**config.mk**
```make
export PLATFORM = sky130hd
export DESIGN_NAME = spart_rx
export DESIGN_NICKNAME = d
export VERILOG_FILES = /design/src/rtl/spart_pkg.sv /design/src/rtl/rx_sync_edge.sv /design/src/rtl/spart_rx.sv
export SDC_FILE = /design/constraint.sdc
export NUM_CORES = 1
export LEC_CHECK = 0
export ABC_CLOCK_PERIOD_IN_PS = 4200
export CORE_MARGIN = 8
export CORE_UTILIZATION = 58
export DETAILED_ROUTE_END_ITERATION = 10
export PLACE_DENSITY = 0.83
export SETUP_SLACK_MARGIN = 0.4
export SLEW_MARGIN = 20
export SYNTH_ARGS = -nofsm -noshare
export SYNTH_HDL_FRONTEND = slang
export SYNTH_SLANG_ARGS = --single-unit
export TNS_END_PERCENT = 100
```
**constraint.sdc**
```tcl
create_clock -name clk -period 4.2 [get_ports clk]
set_input_delay 0.84 -clock clk [delete_from_list [all_inputs] [get_ports clk]]
set_output_delay 0.84 -clock clk [all_outputs]
set_load 0.01 [all_outputs]
```
**src/rtl/spart_pkg.sv**
```systemverilog
// rtl/spart_pkg.sv - shared SPART constants, bus addresses and receiver state encoding
package spart_pkg;

    // Bus register map shared with the transmitter and baud generator
    localparam logic [1:0] ADDR_DATA   = 2'b00;
    localparam logic [1:0] ADDR_STATUS = 2'b01;
    localparam logic [1:0] ADDR_DB_LO  = 2'b10;
    localparam logic [1:0] ADDR_DB_HI  = 2'b11;

    // Frame timing in baud enables
    localparam int OVERSAMPLE = 16;
    localparam int HALF_BIT   = 8;
    localparam int DATA_BITS  = 8;

    typedef enum logic [1:0] {
        IDLE  = 2'b00,
        START = 2'b01,
        DATA  = 2'b10,
        STOP  = 2'b11
    } rx_state_t;

endpackage

```
**src/rtl/rx_sync_edge.sv**
```systemverilog
// rtl/rx_sync_edge.sv - rxd metastability synchronizer and falling-edge detector
module rx_sync_edge #(
    parameter int SYNC_STAGES = 2
) (
    input  logic clk,
    input  logic rst,
    input  logic rxd,
    output logic rxs,
    output logic fall_edge
);

    logic [SYNC_STAGES-1:0] sync;
    logic                   prev;

    // Shift rxd through the synchronizer and keep one old sample for edge detection;
    // everything resets to the idle-high line level so reset never fakes an edge.
    always_ff @(posedge clk or posedge rst) begin
        if (rst) begin
            sync <= '1;
            prev <= 1'b1;
        end else begin
            sync <= {sync[SYNC_STAGES-2:0], rxd};
            prev <= sync[SYNC_STAGES-1];
        end
    end

    assign rxs       = sync[SYNC_STAGES-1];
    assign fall_edge = prev & ~rxs;

endmodule

```
**src/rtl/spart_rx.sv**
```systemverilog
// rtl/spart_rx.sv - SPART 8N1 receiver with oversampled frame recovery and bus status
module spart_rx #(
    parameter int SYNC_STAGES = 2,
    parameter int OVERSAMPLE  = 16
) (
    input  logic       clk,
    input  logic       rst,
    input  logic       enable,
    input  logic       rxd,
    input  logic [1:0] ioaddr,
    input  logic       iorw,
    output logic [7:0] rx_data,
    output logic       rda,
    output logic       framing_err,
    output logic       overrun
);
    import spart_pkg::*;

    localparam int             CW       = $clog2(OVERSAMPLE);
    localparam logic [CW-1:0]  LAST_EN  = CW'(OVERSAMPLE - 1);
    localparam logic [CW-1:0]  MID_EN   = CW'(OVERSAMPLE / 2 - 1);
    localparam logic [3:0]     LAST_BIT = 4'(DATA_BITS - 1);

    rx_state_t   state;
    logic [CW-1:0] en_cnt;
    logic [3:0]  bit_cnt;
    logic [7:0]  shift;
    logic        rxs;
    logic        fall_edge;
    logic        rd;

    rx_sync_edge #(
        .SYNC_STAGES(SYNC_STAGES)
    ) u_sync (
        .clk      (clk),
        .rst      (rst),
        .rxd      (rxd),
        .rxs      (rxs),
        .fall_edge(fall_edge)
    );

    assign rd = (ioaddr == ADDR_DATA) && iorw;

    // Frame FSM plus bus status; a store in STOP is written after the read-clear
    // so a coincident read loses to the new byte.
    always_ff @(posedge clk or posedge rst) begin
        if (rst) begin
            state       <= IDLE;
            en_cnt      <= '0;
            bit_cnt     <= '0;
            shift       <= 8'h00;
            rx_data     <= 8'h00;
            rda         <= 1'b0;
            framing_err <= 1'b0;
            overrun     <= 1'b0;
        end else begin
            if (rd) begin
                rda         <= 1'b0;
                overrun     <= 1'b0;
                framing_err <= 1'b0;
            end
            case (state)
                IDLE: begin
                    if (fall_edge) begin
                        state  <= START;
                        en_cnt <= '0;
                    end
                end
                START: begin
                    if (enable) begin
                        if (en_cnt == MID_EN) begin
                            en_cnt <= '0;
                            if (!rxs) begin
                                state   <= DATA;
                                bit_cnt <= '0;
                            end else begin
                                state <= IDLE;
                            end
                        end else begin
                            en_cnt <= en_cnt + CW'(1);
                        end
                    end
                end
                DATA: begin
                    if (enable) begin
                        if (en_cnt == LAST_EN) begin
                            en_cnt  <= '0;
                            shift   <= {rxs, shift[7:1]};
                            bit_cnt <= bit_cnt + 4'd1;
                            if (bit_cnt == LAST_BIT) begin
                                state <= STOP;
                            end
                        end else begin
                            en_cnt <= en_cnt + CW'(1);
                        end
                    end
                end
                STOP: begin
                    if (enable) begin
                        if (en_cnt == LAST_EN) begin
                            en_cnt      <= '0;
                            rx_data     <= shift;
                            framing_err <= ~rxs;
                            overrun     <= rda && !rd;
                            rda         <= 1'b1;
                            state       <= IDLE;
                        end else begin
                            en_cnt <= en_cnt + CW'(1);
                        end
                    end
                end
                default: begin
                    state <= IDLE;
                end
            endcase
        end
    end

endmodule

```
==> results of run 1 <==
==> layout make-up <==
class	instances	area share, %
Clock buffer	7	3.75
Multi-Input combinational cell	77	34.9
Inverter	4	0.865
Sequential cell	32	46.3
Clock inverter	1	1.73
Timing Repair Buffer	18	10.2
Tap cell	30	2.16
==> worst register-to-register path, stage by stage, from the launching register on <==
cell and delay (ps):
dfrtp_1 420, ha_1 270, nand4_2 170, nor2_2 510, mux2_1 390
==> synth_stat cells (2+ instances only) <==
cell | number | area (um^2)
ha_1 | 2 | 25.0
mux2i_1 | 2 | 20.0
dfstp_2 | 3 | 78.8
dfrtp_1 | 29 | 726
a21oi_1 | 3 | 15.0
o21ai_1 | 5 | 25.0
inv_1 | 4 | 15.0
nand2_1 | 7 | 26.3
nand3_1 | 3 | 15.0
nor2_1 | 7 | 26.3
mux2_1 | 17 | 191
a31oi_1 | 2 | 12.5
buf_2 | 2 | 10.0
nor2_2 | 2 | 12.5
nand4_1 | 3 | 18.8
==> cells by family after synthesis <==
family	count (synthesis)
AND/OR/NAND/NOR	35
flip-flops	32
AO/OA/AOI/OAI	20
multiplexers	20
buffers and inverters	8
adder cells (fa/ha/maj)	2
==> worst paths after layout <==
path | start | to | slack, ps | cells after the start
max | enable | rx_data[2]$_DFFE_PP0P_ | 1890 | 4
min | u_sync.sync[0]$_DFF_PP1_ | u_sync.sync[1]$_DFF_PP1_ | 360 | 0
max reg2reg | en_cnt[0]$_DFFE_PP0P_ | rx_data[2]$_DFFE_PP0P_ | 2350 | 4
min reg2reg | u_sync.sync[0]$_DFF_PP1_ | u_sync.sync[1]$_DFF_PP1_ | 360 | 0
max in group asynchronous | rst | shift[3]$_DFFE_PP0P_ | 2540 | 3
min in group asynchronous | rst | shift[6]$_DFFE_PP0P_ | 1000 | 2
==> power groups by stage <==
| stage | Clock, mW | Combinational, mW | Sequential [mW] |
|---|---|---|---|
| 2_1_floorplan | 0 | 0.177 | 0.376 |
| 3_3_place_gp | 0 | 0.165 | 0.415 |
| 3_5_place_dp | 0 | 0.175 | 0.420 |
| 4_1_cts | 0.264 | 0.176 | 0.415 |
| 5_1_grt | 0.278 | 0.198 | 0.424 |
| 6_report | 0.259 | 0.176 | 0.418 |
==> metrics by stage <==
step,instance area [um^2],utilization [%]
5_1_grt,1740,71.4
3_5_place_dp,1640,67.5
4_1_cts,1740,71.4
2_1_floorplan,1460,-
6_report,1740,71.4
3_3_place_gp,1640,67.5
==> routing by layer <==
layer | up-vias | wire length (um) | GRT usage [%]
met2 | 21 | 1500 | 24.8
met3 | 6 | 152 | 6.44
met1 | 507 | 1130 | 15.2
met4 | 0 | 45 | 6.13
met5 | - | 0 | 0
li1 | 465 | - | -
==> state kept, by name, indices dropped and copies added (netlist names), named ones only <==
signal	count
bit_cnt	4
en_cnt	4
framing_err	1
overrun	1
rda	1
rx_data	8
shift	8
state	1
u_sync.prev	1
u_sync.sync	2
==> metrics.csv, run 1 <==
metric,value,unit
Total Power,0.853,mW
Setup crit start kind,primary input,
"Hold Vio Cnt, Final",0,
most frequent cells in the layout,"dfrtp_1 (29), mux2_1 (17), clkdlybuf4s50_1 (17)",
# diodes,0,
WP buf/inv,1,
"Slew Viols, Final",0,
Worst Path Arrival,2530,ps
first-pass GRT wire length,4850,um
DP Worst Slack,1510,ps
status,"complete, no violations",
post-synthesis compound-gate area fraction,9.63,%
CTS resizes,0,
GRT Overall Usage,14.6,%
minimum clock period,2310,ps
Synth Flop Type,dfrtp_1,
Post-Layout Cell Count,169,
max cap viols,0,
post-route worst setup slack,1890,ps
XOR/XNOR Fraction of Synth Area,0,%
CP Data Required Time,4420,ps
Comb pwr share,20.6,%
Clk pwr share,30.4,%
multiplexer share of the synthesized area,15.6,%
Fmax,433,MHz
Max IR drop VDD,0.000369,V
"Reg clk slew, reported paths",100,ps
vias in the first global route,1085,
Post-route DRC,0,
# hold bufs at CTS,0,
register area,805,um^2
postcts setup bufs,0,
Site Rows,18,
CTS tree,done,
Min Hold Slack,360,ps
sequential element share of the synthesized area,55.3,%
Setup Total Neg Slack,0,ps
Cells after DPL,161,
Die Span X,66.1,um
later-pin clock latency in the skew report,330,ps
Synth Register Bits,32,
Psw,0.267,mW
Final setup viols,0,
total grt overflow,0,
"delay-heaviest family, CP",simple AND/OR/NAND/NOR gates,
fin nets,147,
clock sink total,32,
H-tree depth,2,
Mean Syn Cell Area,12.4,um^2
worst setup path category,primary input to flop,
area used by multi-input combinational logic,607,um^2
Pleak,0.819,nW
Hold Crit Class,flop to flop,
"commonest non-fill, non-tap cell in the layout",dfrtp_1,
Longest Clk Path Bufs,2,
Area growth syn-to-layout,19.3,%
Max stage delay on crit path,600,ps
hpwl dp,2100,um
Yosys warning count,0,
Synth Cell Area,1460,um^2
core footprint,2430,um^2
ys async rst share,100,%
number of flops mapped to enable cells by yosys,0,
post-synth cell types,41,
crit-path max FO,11,
die area,4370,um^2
via density per instance,5.91,
root buffer cell,clkbuf_4,
Num CTS Buffers,5,
Vias,999,
Flop pwr share,49.0,%
skew final,12.5,ps
DRT antenna net count,0,
worst-path cell chain,"clkdlybuf4s50_1, nand4_2, nor2_2, mux2_1",
Initial Util,59.8,%
Pwr per Cell Area,491,nW/um^2
CP max stage cell,clkdlybuf4s50_1,
initial drt markers,34,
RSZ-0062 raised after global routing,false,
largest family of logic cells by synthesized area,multiplexers,
layout cell share with drive strength beyond 1,15.8,%
First-pass DRT Iterations,4,
final period utilization,55.0,%
Placer Congestion,0.781,
initial antenna violation count,0,
die height,66.1,um
Synth Instances,117,
internal power,0.586,mW
Worst slew margin,37.7,%
PortBufs,17,
Net Sw Frac,31.3,%
fraction of the mapped netlist area in adder cells,1.72,%
Worst Setup End Kind,flop,
Syn Nets,126,
I/O pin cnt,18,
simple-gate share of the synthesized area,14.8,%
Fillers,188,
total routed wirelength,2820,um
actual slew at the worst max-slew pin,934,ps
pin count of the biggest net entering global routing,27,
drt wl/cell,16.7,um
(Power assumes the default switching activity.)
==> inputs of run 2 (changes only) <==
--- a/config.mk
+++ b/config.mk
@@ -5,11 +5,11 @@
 export SDC_FILE = /design/constraint.sdc
 export NUM_CORES = 1
 export LEC_CHECK = 0
-export ABC_CLOCK_PERIOD_IN_PS = 4200
+export ABC_CLOCK_PERIOD_IN_PS = 2100
 export CORE_MARGIN = 8
-export CORE_UTILIZATION = 58
+export CORE_UTILIZATION = 48
 export DETAILED_ROUTE_END_ITERATION = 10
-export PLACE_DENSITY = 0.83
+export PLACE_DENSITY = 0.73
 export SETUP_SLACK_MARGIN = 0.4
 export SLEW_MARGIN = 20
 export SYNTH_ARGS = -nofsm -noshare
==> constraint.sdc (replaced) <==
create_clock -name clk -period 2.1 [get_ports clk]
set_input_delay 0.42 -clock clk [delete_from_list [all_inputs] [get_ports clk]]
set_output_delay 0.42 -clock clk [all_outputs]
set_load 0.01 [all_outputs]
==> run 2 against run 1 <==
Setup slack worse by 1400 ps. Design area about the same. Non-clock buffer count up 3. First-iteration DRC count unchanged. Critical endpoint is now bit_cnt[0]$_DFFE_PP0P_.
==> metrics.csv, run 2 (synthesis gave the netlist of run 1 again) <==
metric,value,unit,change
CP Data Required Time,2300,ps,was 4420 ps
"commonest non-fill, non-tap cell in the layout",dfrtp_1,,unchanged
pin count of the biggest net entering global routing,20,,was 27
status,"complete, no violations",,unchanged
skew final,8.60,ps,was 12.5 ps
# diodes,0,,unchanged
Cells after DPL,167,,was 161
# hold bufs at CTS,0,,unchanged
"Hold Vio Cnt, Final",0,,unchanged
Max IR drop VDD,0.000427,V,was 0.000369 V
die area,5050,um^2,was 4370 um^2
max cap viols,0,,unchanged
layout cell share with drive strength beyond 1,17.7,%,was 15.8%
Longest Clk Path Bufs,2,,unchanged
"delay-heaviest family, CP",simple AND/OR/NAND/NOR gates,,unchanged
total grt overflow,0,,unchanged
actual slew at the worst max-slew pin,394,ps,was 934 ps
Max stage delay on crit path,410,ps,was 600 ps
Pleak,0.848,nW,was 0.819 nW
placed cell area,1680,um^2,was 1640 um^2
Num CTS Buffers,5,,unchanged
Worst Setup End Kind,flop,,unchanged
initial drt markers,34,,unchanged
later-pin clock latency in the skew report,310,ps,was 330 ps
via density per instance,5.69,,was 5.91
CP max stage cell,dfrtp_1,,was clkdlybuf4s50_1
R2R Path Start,en_cnt[0]$_DFFE_PP0P_,,unchanged
Die Span X,71.1,um,was 66.1 um
PortBufs,17,,unchanged
Final setup viols,0,,unchanged
worst setup path category,flop to flop,,was primary input to flop
Post-route DRC,0,,unchanged
Site Rows,20,,was 18
"Slew Viols, Final",0,,unchanged
Min Hold Slack,361,ps,was 360 ps
most frequent cells in the layout,"dfrtp_1 (28), mux2_1 (17), clkdlybuf4s50_1 (15)",,"was dfrtp_1 (29), mux2_1 (17), clkdlybuf4s50_1 (17)"
Finished Cell Area,1740,um^2,about the same
Vias,990,,was 999
Placer Congestion,0.801,,was 0.781
core footprint,2980,um^2,was 2430 um^2
minimum clock period,1640,ps,
total routed wirelength,2550,um,was 2820 um
WP buf/inv,0,,was 1
root buffer cell,clkbuf_4,,unchanged
Fmax,608,MHz,
Post-Layout Cell Count,174,,was 169
I/O pin cnt,18,,unchanged
Setup Total Neg Slack,0,ps,unchanged
H-tree depth,2,,unchanged
Hold Crit Class,flop to flop,,unchanged
"Reg clk slew, reported paths",100,ps,about the same
Hold EP,u_sync.sync[1]$_DFF_PP1_,,unchanged
CTS tree,done,,unchanged
reg2reg path depth,5,,was 4
hpwl dp,1890,um,was 2100 um
final period utilization,78.3,%,
postcts setup bufs,0,,unchanged
clock sink total,32,,unchanged
Initial Util,48.9,%,was 59.8%
crit-path max FO,6,,was 11
RSZ-0062 raised after global routing,false,,unchanged
initial antenna violation count,0,,unchanged
vias in the first global route,1028,,was 1085
R2R Path End,bit_cnt[0]$_DFFE_PP0P_,,was rx_data[2]$_DFFE_PP0P_
GRT Overall Usage,11.3,%,was 14.6%
Worst Hold Depth,0,,unchanged
largest registers,"rx_data x8, shift x8",,unchanged
fin nets,150,,was 147
DRT antenna net count,0,,unchanged
first-pass GRT wire length,4530,um,was 4850 um
worst-path cell chain,"ha_2, and2_1, nand2_1, nor2_2, mux2_1",,"was clkdlybuf4s50_1, nand4_2, nor2_2, mux2_1"
Pwr per Cell Area,860,nW/um^2,was 491 nW/um^2
Worst Path Arrival,1840,ps,was 2530 ps
Worst slew margin,73.7,%,was 37.7%
CTS resizes,0,,unchanged
Setup crit start kind,flop,,was primary input
R2R setup slack,460,ps,was 2350 ps
drt wl/cell,14.7,um,was 16.7 um
First-pass DRT Iterations,4,,unchanged
hold path startpoint,u_sync.sync[0]$_DFF_PP1_,,unchanged
Area growth syn-to-layout,19.3,%,about the same
die height,71.1,um,was 66.1 um
-- run 2: metrics by stage --
step                      setup slack, ps  util (%)  power (mW)
after floorplan                       607         -        1.11
after global placement                225      56.4        1.16
after detailed placement              202      56.4        1.19
after CTS                             410      58.0        1.50
after global routing                  401      58.3        1.60
final                                 455      58.3        1.49
-- run 2: area by class of cell --
class	instances	area, um^2
Clock buffer	6	41.3
Clock inverter	1	5.00
Fill cell	268	1240
Inverter	4	15.0
Multi-Input combinational cell	77	609
Sequential cell	32	806
Tap cell	33	41.3
Timing Repair Buffer	21	218
-- run 2: power breakdown --
group          total [mW]  switching, mW  leakage, nW  internal [mW]
clock               0.309          0.186       0.0281          0.123
sequential          0.830          0.141        0.420          0.689
combinational       0.353          0.176        0.400          0.177
total                1.49          0.503        0.848          0.989
-- run 2: how the worst max path moves through the flow --
| stage | from | endpoint | slack (ps) | cells past startpoint |
|---|---|---|---|---|
| floorplan | flop | bit_cnt[0]$_DFFE_PP0P_ | 610 | 5 |
| global placement | enable | rx_data[2]$_DFFE_PP0P_ | 220 | 5 |
| detailed placement | enable | rx_data[6]$_DFFE_PP0P_ | 200 | 5 |
| CTS | rda$_DFF_PP0_ | rda | 410 | 1 |
| global route | en_cnt[3]$_DFFE_PP0P_ | rx_data[2]$_DFFE_PP0P_ | 400 | 4 |
| finish | en_cnt[0]$_DFFE_PP0P_ | bit_cnt[0]$_DFFE_PP0P_ | 460 | 5 |
-- run 2: layer usage --
metal	part of all wire, %	global-route usage, %	vias up
met1	46	13.1	490
met5	0	0	-
met2	48	17.5	17
met4	1.7	7.16	0
li1	-	-	478
met3	4.4	3.81	5
